===== src/rtl/buton_okuyucu.sv =====
// buton_okuyucu: per-button synchronizer, debouncer and press/hold FSM.
// Turns raw push-buttons into a clean debounced level plus one-cycle pulses.
// Ports:
//   clk_i      system clock
//   rst_ni     synchronous active-low reset
//   btn_i      raw asynchronous buttons, active-high
//   level_o    debounced level per button
//   press_o    one-cycle pulse on debounced rise
//   release_o  one-cycle pulse on debounced fall
//   long_o     one-cycle pulse after LONG_CYCLES of continuous hold
//   repeat_o   one-cycle pulse every REPEAT_CYCLES after long_o while held
//   event_o    OR of every pulse output in the same cycle
module buton_okuyucu #(
  parameter int unsigned N_BTN           = 4,
  parameter int unsigned DEBOUNCE_CYCLES = 1250000,
  parameter int unsigned LONG_CYCLES     = 125000000,
  parameter int unsigned REPEAT_CYCLES   = 25000000
) (
  input  logic             clk_i,
  input  logic             rst_ni,
  input  logic [N_BTN-1:0] btn_i,
  output logic [N_BTN-1:0] level_o,
  output logic [N_BTN-1:0] press_o,
  output logic [N_BTN-1:0] release_o,
  output logic [N_BTN-1:0] long_o,
  output logic [N_BTN-1:0] repeat_o,
  output logic             event_o
);

  localparam int unsigned DEB_W    = $clog2(DEBOUNCE_CYCLES + 1);
  localparam int unsigned HOLD_MAX = (LONG_CYCLES > REPEAT_CYCLES) ? LONG_CYCLES : REPEAT_CYCLES;
  localparam int unsigned HOLD_W   = $clog2(HOLD_MAX + 1);

  localparam logic [1:0] ST_RELEASED = 2'd0;
  localparam logic [1:0] ST_PRESSED  = 2'd1;
  localparam logic [1:0] ST_HELD     = 2'd2;

  logic [N_BTN-1:0] w_pulse_any;
  logic             r_event;

  for (genvar g = 0; g < N_BTN; g++) begin : g_ch
    logic              r_s1;
    logic              r_s2;
    logic              r_level;
    logic [DEB_W-1:0]  r_deb_cnt;
    logic [1:0]        r_state;
    logic [HOLD_W-1:0] r_hold_cnt;
    logic              r_press;
    logic              r_release;
    logic              r_long;
    logic              r_repeat;

    logic [1:0]        w_state_nxt;
    logic [HOLD_W-1:0] w_hold_nxt;
    logic              w_press_nxt;
    logic              w_release_nxt;
    logic              w_long_nxt;
    logic              w_repeat_nxt;

    // Synchronizer and debouncer: level flips on the DEBOUNCE_CYCLES-th consecutive disagreement.
    always_ff @(posedge clk_i) begin
      if (!rst_ni) begin
        r_s1      <= 1'b0;
        r_s2      <= 1'b0;
        r_level   <= 1'b0;
        r_deb_cnt <= '0;
      end else begin
        r_s1 <= btn_i[g];
        r_s2 <= r_s1;
        if (r_s2 != r_level) begin
          if (r_deb_cnt == DEB_W'(DEBOUNCE_CYCLES - 1)) begin
            r_level   <= ~r_level;
            r_deb_cnt <= '0;
          end else begin
            r_deb_cnt <= r_deb_cnt + DEB_W'(1);
          end
        end else begin
          r_deb_cnt <= '0;
        end
      end
    end

    // FSM state, hold counter and registered pulses.
    always_ff @(posedge clk_i) begin
      if (!rst_ni) begin
        r_state    <= ST_RELEASED;
        r_hold_cnt <= '0;
        r_press    <= 1'b0;
        r_release  <= 1'b0;
        r_long     <= 1'b0;
        r_repeat   <= 1'b0;
      end else begin
        r_state    <= w_state_nxt;
        r_hold_cnt <= w_hold_nxt;
        r_press    <= w_press_nxt;
        r_release  <= w_release_nxt;
        r_long     <= w_long_nxt;
        r_repeat   <= w_repeat_nxt;
      end
    end

    // Next state; a falling level is checked first so release beats long/repeat.
    always_comb begin
      w_state_nxt   = r_state;
      w_hold_nxt    = r_hold_cnt;
      w_press_nxt   = 1'b0;
      w_release_nxt = 1'b0;
      w_long_nxt    = 1'b0;
      w_repeat_nxt  = 1'b0;
      case (r_state)
        ST_RELEASED: begin
          if (r_level) begin
            w_state_nxt = ST_PRESSED;
            w_hold_nxt  = '0;
            w_press_nxt = 1'b1;
          end
        end
        ST_PRESSED: begin
          if (!r_level) begin
            w_state_nxt   = ST_RELEASED;
            w_hold_nxt    = '0;
            w_release_nxt = 1'b1;
          end else if (r_hold_cnt == HOLD_W'(LONG_CYCLES - 1)) begin
            w_state_nxt = ST_HELD;
            w_hold_nxt  = '0;
            w_long_nxt  = 1'b1;
          end else begin
            w_hold_nxt = r_hold_cnt + HOLD_W'(1);
          end
        end
        ST_HELD: begin
          if (!r_level) begin
            w_state_nxt   = ST_RELEASED;
            w_hold_nxt    = '0;
            w_release_nxt = 1'b1;
          end else if (r_hold_cnt == HOLD_W'(REPEAT_CYCLES - 1)) begin
            w_hold_nxt   = '0;
            w_repeat_nxt = 1'b1;
          end else begin
            w_hold_nxt = r_hold_cnt + HOLD_W'(1);
          end
        end
        default: begin
          w_state_nxt = ST_RELEASED;
          w_hold_nxt  = '0;
        end
      endcase
    end

    assign w_pulse_any[g] = w_press_nxt | w_release_nxt | w_long_nxt | w_repeat_nxt;

    assign level_o[g]   = r_level;
    assign press_o[g]   = r_press;
    assign release_o[g] = r_release;
    assign long_o[g]    = r_long;
    assign repeat_o[g]  = r_repeat;
  end

  // event_o is registered from the same next-pulse terms so it lines up with the pulses.
  always_ff @(posedge clk_i) begin
    if (!rst_ni) begin
      r_event <= 1'b0;
    end else begin
      r_event <= |w_pulse_any;
    end
  end

  assign event_o = r_event;

endmodule

===== config.mk =====
export PLATFORM = sky130hd
export DESIGN_NAME = buton_okuyucu
export DESIGN_NICKNAME = d
export VERILOG_FILES = /design/src/rtl/buton_okuyucu.sv
export SDC_FILE = /design/constraint.sdc
export NUM_CORES = 1
export LEC_CHECK = 0
export ABC_AREA = 1
export CORE_AREA = 5 5 149 151
export CTS_BUF_LIST = sky130_fd_sc_hd__clkbuf_4
export DETAILED_ROUTE_END_ITERATION = 6
export DIE_AREA = 0 0 154 156
export PLACE_DENSITY = 0.81
export SYNTH_ARGS = -nofsm -noshare
export SYNTH_HDL_FRONTEND = slang
export SYNTH_SLANG_ARGS = --single-unit

===== constraint.sdc =====
create_clock -name clk_i -period 4.2 [get_ports clk_i]
set_input_delay 0.63 -clock clk_i [delete_from_list [all_inputs] [get_ports clk_i]]
set_output_delay 0.63 -clock clk_i [all_outputs]
set_load 0.01 [all_outputs]

Word level (Yosys, flattened, before mapping)
Cells that the tools add are included.
{"block": "classes", "muxes": 84, "n_bitwise": 21, "n_reduce_logical": 21, "n_eq_ne": 36, "addsub": 8}
{"op": "27-bit 2-to-1 mux", "n": 20}
{"op": "27-bit one-hot mux with 3 select lines", "n": 4}
{"op": "27-bit by 1-bit adder with 27-bit output, second input constant", "n": 4}
{"op": "27-bit by 25-bit equality test with 1-bit output, second input constant", "n": 4}
{"op": "27-bit equality test, second input constant", "n": 4}
{"op": "21-bit by 1-bit adder with 21-bit output, second input constant", "n": 4}
{"op": "21-bit equality test, second input constant", "n": 4}
{"op": "1-bit 2-to-1 mux", "n": 40}
{"op": "2-bit 2-to-1 mux", "n": 16}
{"op": "2-bit one-hot mux with 3 select lines", "n": 4}
{"op": "2-bit inequality test, second input constant", "n": 8}
{"op": "3-bit inequality test, second input constant", "n": 4}
{"op": "1-bit bitwise OR", "n": 12}
{"op": "3-bit AND reduction", "n": 4}
{"op": "3-bit OR reduction", "n": 4}
{"op": "1-bit NOT", "n": 9}
{"op": "2-bit by 1-bit equality test with 1-bit output, second input constant", "n": 4}
{"op": "2-bit equality test, second input constant", "n": 4}
{"op": "2-bit zero test", "n": 4}
{"op": "2-bit AND reduction", "n": 4}
{"op": "2-bit OR reduction", "n": 4}
{"op": "1-bit inequality test", "n": 4}
{"op": "4-bit OR reduction", "n": 1}
{"block": "totals", "in_bits": 6, "wordCells": 211, "regBits": 229, "output_inout_bits": 21}

Logic depth before layout (Yosys ltp)
Gate-level depths: netlist of run 1.
{"block": "depth", "depth_word": 7, "depth_mapped": 12, "depth_no_buf": 12}

Worst setup path before layout of run 1
No wires, ideal clock.
{"block": "synth_timing", "path_kind": "flip-flop to flip-flop", "startpoint": "reg g_ch[1].r_state[0]", "endpoint": "reg g_ch[1].r_hold_cnt[25]", "stages_incl_launch_ff": 11, "period_less_slack_ps": 1642, "t_arrival_ps": 1571, "slack_ps": 2558, "setup_time_ps": 71, "path_buffers": 2, "cell_sequence": "dfxtp_1 -> inv_1 -> ha_1 -> buf_2 -> inv_1 -> nor2_1 -> buf_4 -> nand2_1 -> nor2_1 -> nand2_1 -> a21oi_1"}
{"block": "synth_via", "elab_chain_len": 2, "elab_cells_between_ends": 5}
{"item": "from (decl)", "line": "46", "text": "logic [1:0] r_state;"}
{"item": "from (signal assigned)", "line": "93", "text": "r_state <= w_state_nxt;"}
{"item": "2-bit equality test (tied with other cells)", "line": "110", "text": "case (r_state)"}
{"item": "27-bit one-hot mux with 3 select lines / 2-bit inequality test (equally long branches)"}
{"item": "to (signal assigned)", "line": "94", "text": "r_hold_cnt <= w_hold_nxt;"}
{"item": "to (decl)", "line": "47", "text": "logic [HOLD_W-1:0] r_hold_cnt;"}
Parallel ways exist; a longest one is shown, timed or not.
A chain may end at the register's enable or synchronous reset.

Worst setup path in the final report of run 1
{"block": "layout_timing", "startpoint": "reg g_ch[0].r_level", "endpoint": "out level_o[0]"}
{"item": "from (decl)", "line": "44", "text": "logic r_level;"}
{"item": "from (signal assigned)", "line": "72", "text": "r_level <= ~r_level;"}
{"item": "to (decl)", "line": "22", "text": "output logic [N_BTN-1:0] level_o,"}
No word-level cell between the ends.

==> impl_metrics.env, run 1 <==
export IMPL_finalHoldViolations=0
export IMPL_critPathMaxStageDelay_ns=0.66
export IMPL_crit_buf_inv=1
export IMPL_cts_tree="yes"
export IMPL_cp_end_kind="output pin"
export IMPL_p_int_w=0.00322
export IMPL_dr_pass1_iters=6
export IMPL_synth_avg_cell_area_um2=6.48
export IMPL_yosys_area_share_adder_pct=1.88
export IMPL_die_width_um=154
export IMPL_p_leak_nw=5.05
export IMPL_synth_area_mux_share_pct=0
export IMPL_drv_slew=0
export IMPL_synth_cells=2049
export IMPL_synth_top_family_by_area="simple AND/OR/NAND/NOR gates"
export IMPL_fp_coreArea_mm2=0.0207
export IMPL_irDropWorstVdd_mv=0.236
export IMPL_gr_total_overflow=0
export IMPL_cp_cell_sequence="clkdlybuf4s50_1"
export IMPL_preCtsSetupSlack_ns=1.37
export IMPL_cap_violations=0
export IMPL_grt_total_usage_pct=25.4
export IMPL_cp_required_ns=3.57
export IMPL_num_io_pins=27
export IMPL_synth_edff_count=0
export IMPL_switchingPower_w=0.00114
export IMPL_antenna_left=0
export IMPL_rsz0062_at_grt="false"
export IMPL_stdcell_count=2388
export IMPL_clk_latency_ns=0.70
export IMPL_clk_pin_slew_ns=0.07
export IMPL_arrival_ns=1.90
export IMPL_row_count=53
export IMPL_synth_compound_area_share_pct=9.75
export IMPL_tns_ns=0
export IMPL_port_buffers=26
export IMPL_start_util_pct=64.2
export IMPL_relSlewSlack_pct=29.6
export IMPL_cts_resized=0
export IMPL_crit_type="flip-flop to output pin"
export IMPL_cts_setup_buffers=0
export IMPL_cts_root_buf="clkbuf_4"
export IMPL_fin_skew_ns=0.0326
export IMPL_antenna_found_initial=1
export IMPL_grt_pass1_vias=11889
export IMPL_p_per_area_mw_per_mm2=307
export IMPL_cts_sinks=229
export IMPL_async_reset_ff_share_pct=0
export IMPL_p_sw_share_pct=26.1
export IMPL_grt_max_degree=82
export IMPL_wl_per_cell_um=12.9
export IMPL_clock_fmax_mhz=396
export IMPL_worstMarginPinSlew_ns=1.06
export IMPL_final_nets=2094
export IMPL_cts_hold_buf=0
export IMPL_syn_area_mm2=0.0133
export IMPL_timing_final_crit_share_pct=60.2
export IMPL_gp_routability_congestion=0.909
export IMPL_synth_simple_area_share_pct=40.3
export IMPL_die_h_um=156
export IMPL_clock_path_buffers=3
export IMPL_ys_seq_area_share_pct=34.5
export IMPL_ys_types=46
export IMPL_dp_hpwl_um=21500
export IMPL_outcome="finished clean"
export IMPL_period_minus_slack_ns=2.53
export IMPL_post_synth_xor_area_fraction_pct=3.30
export IMPL_hp_class="flip-flop to flip-flop"
export IMPL_crit_path_start_kind="flip-flop"
export IMPL_cts_made_buffers=60
export IMPL_yosysWarnings=0
export IMPL_clockPowerShare_pct=43.3
export IMPL_dr_total_vias=12692
export IMPL_area_delta_synth_final_pct=7.02
export IMPL_seq_power_share_pct=50.3
export IMPL_drt_initial_drc_count=731
export IMPL_ys_seq_elements=229
export IMPL_grt_pass1_wl_um=53100
export IMPL_synth_nets=2075
export IMPL_power_frac_comb_pct=6.3
export IMPL_drc=0
export IMPL_drt_total_wl_um=30700
export IMPL_post_drt_via_cell_ratio=5.31
export IMPL_placed_cells=2281
export IMPL_fillCellCount=1879
export IMPL_cp_max_fo=9
export IMPL_h_tree_depth=2
export IMPL_cp_slowest_cell="clkdlybuf4s50_1"
export IMPL_synth_ff_type="dfxtp_1"
export IMPL_cp_top_family="buffers and inverters"
export IMPL_setup_ws_ns=1.67
export IMPL_drive_gt1_share_pct=9.33
export IMPL_fp_dieArea_mm2=0.0240
export IMPL_finalSetupViolCount=0
==> Yosys cell counts, drive strengths merged (3+ instances only) <==
cell	number	area (um^2)
clkbuf	20	75.1
or2	13	81.3
ha	20	250
xor2	36	315
a21oi	181	913
nor4	8	50.1
xnor2	14	123
nand4	42	269
nor3	63	352
nand3b	14	105
inv	241	905
nand3	149	771
a31oi	4	25.0
nand2	565	2210
nor2	312	1350
and3	3	18.8
buf	54	379
dfxtp	229	4580
and2	3	18.8
o21ai	53	277
a2bb2oi	3	26.3
nor3b	15	133
==> state kept, by name, indices dropped and copies added, names as in the netlist <==
signal           cells
g_ch.r_repeat        4
g_ch.r_deb_cnt      84
g_ch.r_s1            4
event_o              1
g_ch.r_level         4
g_ch.r_state         8
g_ch.r_long          4
g_ch.r_press         4
g_ch.r_release       4
g_ch.r_s2            4
g_ch.r_hold_cnt    108
==> power groups by stage <==
stage / Sequential [W] / Clock [W] / Combinational (W)
after detailed placement: 0.00225 / 0 / 0.000276
final: 0.00220 / 0.00189 / 0.000276
after global routing: 0.00220 / 0.00206 / 0.000306
after global placement: 0.00225 / 0 / 0.000269
after CTS: 0.00220 / 0.00194 / 0.000277
after floorplan: 0.00225 / 0 / 0.000196
==> metal layers <==
layer | GRT usage (%) | vias up | routed length, um
met5 | 0 | - | 0
met4 | 9.67 | 0 | 847
met3 | 4.36 | 69 | 1730
met2 | 42.2 | 322 | 14000
met1 | 33.2 | 5702 | 14100
li1 | - | 6599 | -
==> layout make-up <==
cell class,count,area [um^2],area share [%]
antenna,1,2.50,0.0176
clock inverter,25,126,0.889
inverter,241,907,6.38
multi-input combinational,1505,7350,51.7
sequential,229,4580,32.2
timing repair buffer,31,298,2.09
tap,275,344,2.42
clock buffer,81,608,4.28
==> final timing paths <==
| path | from | to | slack [ns] | depth (start not counted) |
|---|---|---|---|---|
| worst max-delay path | g_ch[0].r_level$_SDFFE_PN0P_ | level_o[0] | 1.67 | 1 |
| worst min-delay path | g_ch[3].r_s1$_SDFF_PN0_ | g_ch[3].r_s2$_SDFF_PN0_ | 0.41 | 2 |
| worst max register to register | g_ch[0].r_state[0]$_SDFFE_PN0P_ | g_ch[0].r_hold_cnt[8]$_SDFFE_PN0P_ | 1.69 | 10 |
| worst min register to register | g_ch[3].r_s1$_SDFF_PN0_ | g_ch[3].r_s2$_SDFF_PN0_ | 0.41 | 2 |
==> cells by family after synthesis <==
kind of cell | after synthesis
AO/OA/AOI/OAI | 248
XOR/XNOR | 50
adder cells (fa/ha/maj) | 20
buffers and inverters | 315
flip-flops | 229
AND/OR/NAND/NOR | 1187
==> layout by cell type (no fill, tap or decap), types with 19 or more instances in the layout <==
| cell type | count |
|---|---|
| xor2_1 | 36 |
| clkbuf_4 | 81 |
| clkdlybuf4s50_1 | 26 |
| inv_1 | 233 |
| clkinv_1 | 19 |
| dfxtp_1 | 229 |
| nand2_2 | 21 |
| nor3_1 | 57 |
| nand3_1 | 144 |
| nor2_1 | 272 |
| o21ai_0 | 50 |
| ha_1 | 20 |
| a21oi_1 | 179 |
| nand4_1 | 41 |
| nor2_2 | 25 |
| nand2_1 | 539 |
==> per-stage QoR <==
stage	power [W]	hold WS [ns]	utilization, %	cell area (um^2)
floorplan	0.00244	0.390	-	13300
global placement	0.00251	0.394	65.2	13500
detailed placement	0.00252	0.400	65.2	13500
CTS	0.00441	0.416	68.7	14200
global route	0.00456	0.429	68.7	14200
finish	0.00436	0.411	68.7	14200
No activity file was read; power rests on OpenSTA's default activity.
==> run 2: changes to the inputs <==
--- a/config.mk
+++ b/config.mk
@@ -6,11 +6,11 @@
 export NUM_CORES = 1
 export LEC_CHECK = 0
 export ABC_AREA = 1
-export CORE_AREA = 5 5 149 151
+export CORE_AREA = 5 5 157 159
 export CTS_BUF_LIST = sky130_fd_sc_hd__clkbuf_4
 export DETAILED_ROUTE_END_ITERATION = 6
-export DIE_AREA = 0 0 154 156
-export PLACE_DENSITY = 0.81
+export DIE_AREA = 0 0 162 164
+export PLACE_DENSITY = 0.77
 export SYNTH_ARGS = -nofsm -noshare
 export SYNTH_HDL_FRONTEND = slang
 export SYNTH_SLANG_ARGS = --single-unit
==> constraint.sdc (replaced) <==
create_clock -name clk_i -period 2.2 [get_ports clk_i]
set_input_delay 0.33 -clock clk_i [delete_from_list [all_inputs] [get_ports clk_i]]
set_output_delay 0.33 -clock clk_i [all_outputs]
set_load 0.01 [all_outputs]
==> impl_metrics.env, run 2 (synthesized netlist as in run 1, its figures left out) <==
export IMPL_outcome="finished clean"
export IMPL_grt_pass1_wl_um=52800
export IMPL_cts_tree="yes"
export IMPL_grt_pass1_vias=11829
export IMPL_cts_setup_buffers=0
export IMPL_arrival_ns=1.75
export IMPL_cts_sinks=229
export IMPL_finalSetupViolCount=0
export IMPL_gp_routability_congestion=0.938
export IMPL_cp_max_fo=9
export IMPL_row_count=56
export IMPL_finalHoldViolations=0
export IMPL_reg_top3="g_ch.r_hold_cnt x108, g_ch.r_deb_cnt x84, g_ch.r_state x8"
export IMPL_relSlewSlack_pct=52.2
export IMPL_drive_gt1_share_pct=9.93
export IMPL_cts_made_buffers=59
export IMPL_drt_total_wl_um=30500
export IMPL_largest_reg_flops=108
export IMPL_hp_class="input pin to flip-flop"
export IMPL_grt_max_degree=68
export IMPL_fp_dieArea_mm2=0.0266
export IMPL_period_minus_slack_ns=2.08
export IMPL_post_drt_via_cell_ratio=5.28
export IMPL_worstMarginPinSlew_ns=0.714
export IMPL_cp_required_ns=1.87
export IMPL_start_util_pct=57.5
export IMPL_fin_skew_ns=0.0256
export IMPL_cp_slowest_cell="clkdlybuf4s50_1"
export IMPL_h_tree_depth=2
export IMPL_crit_type="flip-flop to output pin"
export IMPL_cp_top_family="buffers and inverters"
export IMPL_critPathMaxStageDelay_ns=0.58
export IMPL_grt_total_usage_pct=23.0
export IMPL_clk_pin_slew_ns=0.07
export IMPL_clock_path_buffers=3
export IMPL_cp_cell_sequence="clkdlybuf4s50_1"
export IMPL_most_common_layout_cells="539 x nand2_1, 272 x nor2_1, 233 x inv_1"
export IMPL_area_delta_synth_final_pct=8.33
export IMPL_dr_total_vias=12742
export IMPL_reg2reg_slack_ns=0.24
export IMPL_crit_path_start_kind="flip-flop"
export IMPL_setup_ws_ns=0.124
export IMPL_p_per_area_mw_per_mm2=583
export IMPL_fp_coreArea_mm2=0.0231
export IMPL_largest_register="g_ch.r_hold_cnt"
export IMPL_clk_latency_ns=0.70
export IMPL_port_buffers=26
export IMPL_crit_buf_inv=1
export IMPL_drc=0
export IMPL_irDropWorstVdd_mv=0.354
export IMPL_drt_initial_drc_count=892
export IMPL_antenna_left=0
export IMPL_cap_violations=0
export IMPL_preCtsSetupSlack_ns=0.139
export IMPL_fillCellCount=2191
export IMPL_p_leak_nw=5.15
export IMPL_cts_root_buf="clkbuf_4"
export IMPL_timing_final_crit_share_pct=94.3
export IMPL_clock_fmax_mhz=482
export IMPL_final_common_cell="nand2_1"
export IMPL_tns_ns=0
export IMPL_final_nets=2106
export IMPL_dp_hpwl_um=21800
export IMPL_cts_hold_buf=0
export IMPL_drv_slew=0
export IMPL_antenna_found_initial=1
export IMPL_wl_per_cell_um=12.6
export IMPL_die_h_um=164
export IMPL_gr_total_overflow=0
export IMPL_dr_pass1_iters=5
export IMPL_num_io_pins=27
export IMPL_die_width_um=162
export IMPL_rsz0062_at_grt="false"
export IMPL_cp_end_kind="output pin"
-- run 2: worst min-delay path: cells and delay by family --
family / cells / cell delay, ns
buffers and inverters: 2 / 0.42
AND/OR/NAND/NOR: 1 / 0.07
-- run 2: timing repair --
item,CTS,global route
resized for setup,3,2
endpoints found under the setup margin,3,2
pin swaps,0,0
-- run 2: path summary, 6_finish.rpt --
path / start / to / cells past startpoint
setup / recovery: g_ch[0].r_level$_SDFFE_PN0P_ / level_o[0] / 1
hold / removal: btn_i[3] / g_ch[3].r_s1$_SDFF_PN0_ / 3
setup reg to reg: g_ch[3].r_hold_cnt[0]$_SDFFE_PN0P_ / g_ch[3].r_hold_cnt[18]$_SDFFE_PN0P_ / 8
hold reg to reg: g_ch[2].r_s1$_SDFF_PN0_ / g_ch[2].r_s2$_SDFF_PN0_ / 2
-- run 2: area by class of cell --
type	instances	area, um^2	share of cell area, %
clock buffers	78	586	4.07
diodes	1	2.50	0.0174
multi-input cells	1505	7350	51.1
flip-flops and latches	229	4590	31.9
clock inverters	27	161	1.12
repair buffers	44	435	3.03
inverters	241	907	6.30
well taps	290	363	2.52
-- run 2: per-stage QoR --
step / instances / utilization [%] / hold slack (ns) / area, um^2 / power [W]
6_report: 2415 / 62.2 / 0.169 / 14400 / 0.00839
4_1_cts: 2414 / 62.2 / 0.101 / 14400 / 0.00852
3_3_place_gp: 2309 / 59.0 / 0.393 / 13600 / 0.00485
2_1_floorplan: 2049 / - / 0.390 / 13300 / 0.00466
3_5_place_dp: 2309 / 59.0 / 0.401 / 13600 / 0.00486
5_1_grt: 2415 / 62.2 / 0.109 / 14400 / 0.00883
-- run 2: power by group --
| group | switching (W) | leakage [nW] | total (W) | internal, W |
|---|---|---|---|---|
| combinational | 0.000386 | 2.87 | 0.000567 | 0.000181 |
| clock | 0.00174 | 0.432 | 0.00362 | 0.00188 |
| sequential | 0.0000207 | 1.85 | 0.00420 | 0.00418 |
| total | 0.00215 | 5.15 | 0.00839 | 0.00624 |
-- run 2: per-layer routing --
layer	vias up	global-route usage (%)	share of wire (%)	wire, um
li1	6629	-	-	-
met5	-	0	0	0
met2	305	39.2	47	14200
met4	0	7.88	2.2	685
met1	5754	29.8	46	14000
met3	54	3.74	5.2	1590
==> run 3: changes to the inputs <==
--- a/config.mk
+++ b/config.mk
@@ -6,6 +6,7 @@
 export NUM_CORES = 1
 export LEC_CHECK = 0
 export ABC_AREA = 1
+export CAP_MARGIN = 20
 export CORE_AREA = 5 5 157 159
 export CTS_BUF_LIST = sky130_fd_sc_hd__clkbuf_4
 export DETAILED_ROUTE_END_ITERATION = 6
==> results of run 3 <==
Final layout, timing and power as in run 2 (identical DEF).
